$ cat src/rtl/sdm_cic_decim.sv
// N-stage CIC decimator: 1-bit sigma-delta stream in, saturated signed PCM out.
// Optional build macro SDM_CIC_ROUND_EN selects round-half-up scaling instead of floor.
module sdm_cic_decim #(
  parameter int N      = 4,
  parameter int LOG2_R = 6,
  parameter int OUT_W  = 16
) (
  input  logic             clk,
  input  logic             rst_n,
  input  logic             valid_in,
  input  logic             din,
  output logic             valid_out,
  output logic [OUT_W-1:0] dout,
  output logic             clip
);

  localparam int G     = N * LOG2_R;
  localparam int ACC_W = G + 2;
  localparam int R     = 1 << LOG2_R;
  localparam int SH    = G - (OUT_W - 1);
  localparam int WU_W  = ($clog2(N + 1) > 3) ? $clog2(N + 1) : 3;

  localparam logic signed [ACC_W:0] SAT_MAX = {{(ACC_W + 2 - OUT_W){1'b0}}, {(OUT_W - 1){1'b1}}};
  localparam logic signed [ACC_W:0] SAT_MIN = -SAT_MAX;

  if (N < 1 || N > 8) begin : g_chk_n
    $error("sdm_cic_decim: N must be in 1..8");
  end
  if (R < N) begin : g_chk_r
    $error("sdm_cic_decim: decimation ratio must be >= N");
  end
  if (G < OUT_W - 1) begin : g_chk_g
    $error("sdm_cic_decim: N*LOG2_R must be >= OUT_W-1");
  end

  logic signed [ACC_W-1:0] r_integ [N];
  logic signed [ACC_W-1:0] w_x;
  logic [LOG2_R-1:0]       r_dec_cnt;
  logic                    r_dec_stb;
  logic [WU_W-1:0]         r_warm;
  logic signed [ACC_W-1:0] w_comb_out;
  logic signed [ACC_W:0]   w_shift;
  logic [OUT_W-1:0]        w_sat_val;
  logic                    w_sat;

  assign w_x = din ? {{(ACC_W - 1){1'b0}}, 1'b1} : {ACC_W{1'b1}};

  // Integrators wrap modulo 2**ACC_W by design; the comb differences undo the wrap.
  always_ff @(posedge clk or negedge rst_n) begin
    if (!rst_n) begin
      for (int k = 0; k < N; k++) r_integ[k] <= '0;
    end else if (valid_in) begin
      r_integ[0] <= r_integ[0] + w_x;
      for (int k = 1; k < N; k++) r_integ[k] <= r_integ[k] + r_integ[k-1];
    end
  end

  always_ff @(posedge clk or negedge rst_n) begin
    if (!rst_n) begin
      r_dec_cnt <= '0;
      r_dec_stb <= 1'b0;
    end else begin
      r_dec_stb <= valid_in && (&r_dec_cnt);
      if (valid_in) r_dec_cnt <= r_dec_cnt + LOG2_R'(1);
    end
  end

  for (genvar k = 0; k < N; k++) begin : g_comb
    logic signed [ACC_W-1:0] w_in;
    logic signed [ACC_W-1:0] w_y;
    logic signed [ACC_W-1:0] r_z;
    if (k == 0) begin : g_first
      assign w_in = r_integ[N-1];
    end else begin : g_next
      assign w_in = g_comb[k-1].w_y;
    end
    assign w_y = w_in - r_z;
    always_ff @(posedge clk or negedge rst_n) begin
      if (!rst_n)         r_z <= '0;
      else if (r_dec_stb) r_z <= w_in;
    end
  end

  assign w_comb_out = g_comb[N-1].w_y;

`ifdef SDM_CIC_ROUND_EN
  if (SH > 0) begin : g_rnd
    localparam logic signed [ACC_W:0] RND = (ACC_W + 1)'(1) << (SH - 1);
    logic signed [ACC_W:0] w_rnd;
    assign w_rnd   = $signed({w_comb_out[ACC_W-1], w_comb_out}) + RND;
    assign w_shift = w_rnd >>> SH;
  end else begin : g_nornd
    assign w_shift = $signed({w_comb_out[ACC_W-1], w_comb_out});
  end
`else
  assign w_shift = $signed({w_comb_out[ACC_W-1], w_comb_out}) >>> SH;
`endif

  // Symmetric clamp keeps -max, not -2**(OUT_W-1), as the negative full scale.
  always_comb begin
    w_sat_val = w_shift[OUT_W-1:0];
    w_sat     = 1'b0;
    if (w_shift > SAT_MAX) begin
      w_sat_val = SAT_MAX[OUT_W-1:0];
      w_sat     = 1'b1;
    end else if (w_shift < SAT_MIN) begin
      w_sat_val = SAT_MIN[OUT_W-1:0];
      w_sat     = 1'b1;
    end
  end

  // The first N decimation events are still settling; output is released from event N+1.
  always_ff @(posedge clk or negedge rst_n) begin
    if (!rst_n) begin
      r_warm    <= '0;
      valid_out <= 1'b0;
      dout      <= '0;
      clip      <= 1'b0;
    end else begin
      valid_out <= r_dec_stb && (r_warm == WU_W'(N));
      if (r_dec_stb) begin
        dout <= w_sat_val;
        clip <= w_sat;
        if (r_warm != WU_W'(N)) r_warm <= r_warm + WU_W'(1);
      end
    end
  end

endmodule
$ cat config.mk
export PLATFORM = sky130hd
export DESIGN_NAME = sdm_cic_decim
export DESIGN_NICKNAME = d
export VERILOG_FILES = /design/src/rtl/sdm_cic_decim.sv
export SDC_FILE = /design/constraint.sdc
export NUM_CORES = 1
export LEC_CHECK = 0
export ABC_AREA = 1
export BUFFER_PORTS_ARGS = -buffer_cell sky130_fd_sc_hd__buf_4
export CAP_MARGIN = 20
export CORE_MARGIN = 1
export CORE_UTILIZATION = 50
export DETAILED_ROUTE_END_ITERATION = 12
export GPL_TIMING_DRIVEN = 0
export PLACE_DENSITY_LB_ADDON = 0.25
export SYNTH_ARGS = -nofsm -noshare
export SYNTH_HDL_FRONTEND = slang
export SYNTH_SLANG_ARGS = --single-unit
export TNS_END_PERCENT = 1
$ cat constraint.sdc
create_clock -name clk -period 8.7 [get_ports clk]
set_clock_uncertainty 0.15 [all_clocks]
set_input_delay 1.74 -clock clk [delete_from_list [all_inputs] [get_ports clk]]
set_output_delay 1.74 -clock clk [all_outputs]
set_load 0.005 [all_outputs]
==> impl_metrics.csv <==
group,metric,value,unit
run_status,status,"completed",
layout,finalNonFillerCells,3083,
sta,final_max_slew_viol_count,0,
layout,final_util,0.561,
sta,period_share,0.925,
die,io_pins,22,
sta,finalSetupViolations,0,
worst_setup_path,cp_top_family,"compound AO/OA/AOI/OAI gates",
clock_tree,clkSlewWorstSetupHoldPaths,60,ps
yosys,yosysSeqAreaShare,0.315,
clock_tree,clock_sinks,236,
layout,diodes,0,
yosys,syn_inst,2541,
detailed_routing,dr.first_iter.drc_count,899,
detailed_routing,vias_per_cell,5.49,
sta,max_freq,124,MHz
hold_path,hp-class,"register to register",
die,row_count,70,
sta,tns,0,ps
detailed_routing,routedWlPerCell,15.9,µm
clock_tree,cts-buffers-inserted,29,
yosys,avgSynthCellArea,7.39,µm²
die,fp.dieW,196,µm
layout,fin_nets,2806,
placement,place_ws,512,ps
placement,dp_cells,3031,
yosys,netlist_area,18800,µm²
worst_setup_path,max_stage_delay,430,ps
global_routing,grt_use_total,0.260,
global_routing,grt_util_met1,0.319,
clock_tree,cts_hold_buf,0,
sta,worst_slack,649,ps
detailed_routing,ant_nets,0,
detailed_routing,drtPass1Iterations,5,
clock_tree,h-tree-depth,1,
worst_setup_path,r2r_slack,650,ps
global_routing,antenna_found_initial,0,
sta,slew_headroom,0.350,
sta,worst_slew_pin_slew,975,ps
die,start_util,0.510,
clock_tree,clk_path_buf_depth,3,
yosys,synth_cell_types,56,
worst_setup_path,path_max_fanout,10,
global_routing,grtUsageMet3,0.0315,
global_routing,busiest_layer,"met2",
layout,area_growth,10.0,%
layout,drive_above_1_share,0.0608,
yosys,yosysWarnings,0,
placement,io_buffers,20,
job,drv_cap,0,
worst_setup_path,cp-start-kind,"register",
clock_tree,clock_latency,580,ps
global_routing,grt_overflow,0,
worst_setup_path,cpMaxStageDelayCell,"fa_1",
clock_tree,cts_tree,"done",
worst_setup_path,cp.required,9010,ps
placement,dp_hpwl,38600,µm
placement,gp_routability_congestion,0.918,
worst_setup_path,cp.arrival,8370,ps
worst_setup_path,endpoint_kind,"register",
global_routing,grt_use_met2,0.465,
die,dieArea,38300,µm²
detailed_routing,route.final.wire_length,49100,µm
yosys,synth-seq-cells,236,
sta,hold_violations,0,
die,core_area,36800,µm²
sta,min_period,8050,ps
worst_setup_path,cp_num_buf_inv,2,
global_routing,grt_max_degree,110,
clock_tree,clockRootBuffer,"clkbuf_16",
detailed_routing,dr_total_vias,16900,
detailed_routing,drc,0,
yosys,synth-edff-count,0,
worst_setup_path,path_class,"register to register",
sta,rsz0062_at_grt,"false",
yosys,async_reset_ff_frac,1.00,
yosys,syn_nets,2753,
global_routing,grt_pass1_vias,16700,
global_routing,grt_pass1_wl,81400,µm
die,fp.dieH,196,µm
yosys,synthFlopType,"dfrtp_1",
-- path summary, 6_finish.rpt --
| check | from | endpoint | cells past startpoint |
|---|---|---|---|
| max | g_comb[0].w_in[0]$_DFFE_PN0P_ | dout[6]$_DFFE_PN0P_ | 39 |
| min | dout[3]$_DFFE_PN0P_ | dout[3]$_DFFE_PN0P_ | 2 |
| max reg2reg | g_comb[0].w_in[0]$_DFFE_PN0P_ | dout[6]$_DFFE_PN0P_ | 39 |
| min reg2reg | dout[3]$_DFFE_PN0P_ | dout[3]$_DFFE_PN0P_ | 2 |
| max in group asynchronous | rst_n | r_integ[74]$_DFFE_PN0P_ | 2 |
| min in group asynchronous | rst_n | g_comb[1].r_z[22]$_DFFE_PN0P_ | 1 |
-- layout make-up --
class,instances,area (µm²)
buffer,51,220
clock buffer,39,843
clock inverter,13,221
fill,3540,16100
inverter,309,1160
multi-input combinational,1945,11500
sequential,236,5910
tap,468,586
timing repair buffer,22,213
-- cell usage in the layout (no fill, tap or decap), types with 7 or more instances in the layout --
cell type and n:
dfrtp_1 236, or2_2 12, clkbuf_16 29, a31oi_1 26, nand3_2 8, o21ai_1 22, fa_1 7, clkbuf_8 8
o21ai_0 242, nor2_1 126, nand4_1 21, xor2_1 83, ha_1 201, a21o_1 21, nand3_1 97, nand2_2 19
buf_4 20, clkbuf_1 44, xnor2_1 62, a21oi_1 204, o221ai_1 9, o21bai_1 20, nand2_1 651, nor3_1 28
o21ai_2 7, a21oi_2 7, inv_1 303
-- synthesized netlist by cell type, types with 7 or more instances --
library cell	count	area [µm²]
or2_2	12	75.1
o21bai_1	20	150
a21oi_2	7	61.3
clkbuf_1	42	158
nand4_1	21	131
xor2_1	83	727
ha_1	201	2510
nor3_1	28	140
xnor2_1	63	552
a31oi_1	26	163
nand3_1	97	485
nand2_1	651	2440
fa_1	7	140
nand2_2	19	119
a21o_1	21	158
nor2_1	126	473
o221ai_1	9	78.8
o21ai_0	243	1220
nor4_1	7	43.8
o21ai_2	7	61.3
dfrtp_1	236	5910
a21oi_1	204	1020
inv_1	303	1140
o21ai_1	21	105
nand3_2	8	80.1
-- cell families after synthesis --
logic type | Yosys count | synth area share
xor gates and xnor gates | 147 | 0.0690
adders and majority gates | 208 | 0.141
DFF | 236 | 0.315
and+or+nand+nor | 996 | 0.225
AOI/OAI and AO/OA | 594 | 0.177
buffers and inverters | 360 | 0.0735
-- worst min-delay path: cells and delay by family (launching register included) --
kind	cells	cell delay, ps
flops	1	340
simple gates	2	110
-- per-stage QoR --
stage | hold slack, ps | instance area (µm²)
after detailed placement | 317 | 19600
after global routing | 352 | 20700
after floorplan | 295 | 18800
final | 333 | 20700
after CTS | 333 | 20600
after global placement | 317 | 19500
-- flip-flops by register name, indices dropped and copies added (netlist names), 3 cells and up --
signal       cells
r_warm           3
g_comb.w_in     26
g_comb.r_z     104
dout            16
r_dec_cnt        6
r_integ         78
-- timing repair --
| item | CTS | global route |
|---|---|---|
| buffers inserted | 0 | 0 |
| setup endpoints to repair | 0 | 16 |
| resized for setup | 0 | 3 |
| endpoints found under the hold margin | 0 | 0 |
-- metal layers --
metal | up-vias | share of wire | wire [µm]
met1 | 8017 | 0.44 | 21800
met5 | - | 0 | 0
met2 | 254 | 0.48 | 23800
li1 | 8568 | - | -
met3 | 101 | 0.031 | 1540
met4 | 0 | 0.040 | 1970
Power is left out: the tool's default activity adds up to more than one toggle a clock period on the data nets, which glitch-free logic cannot reach.
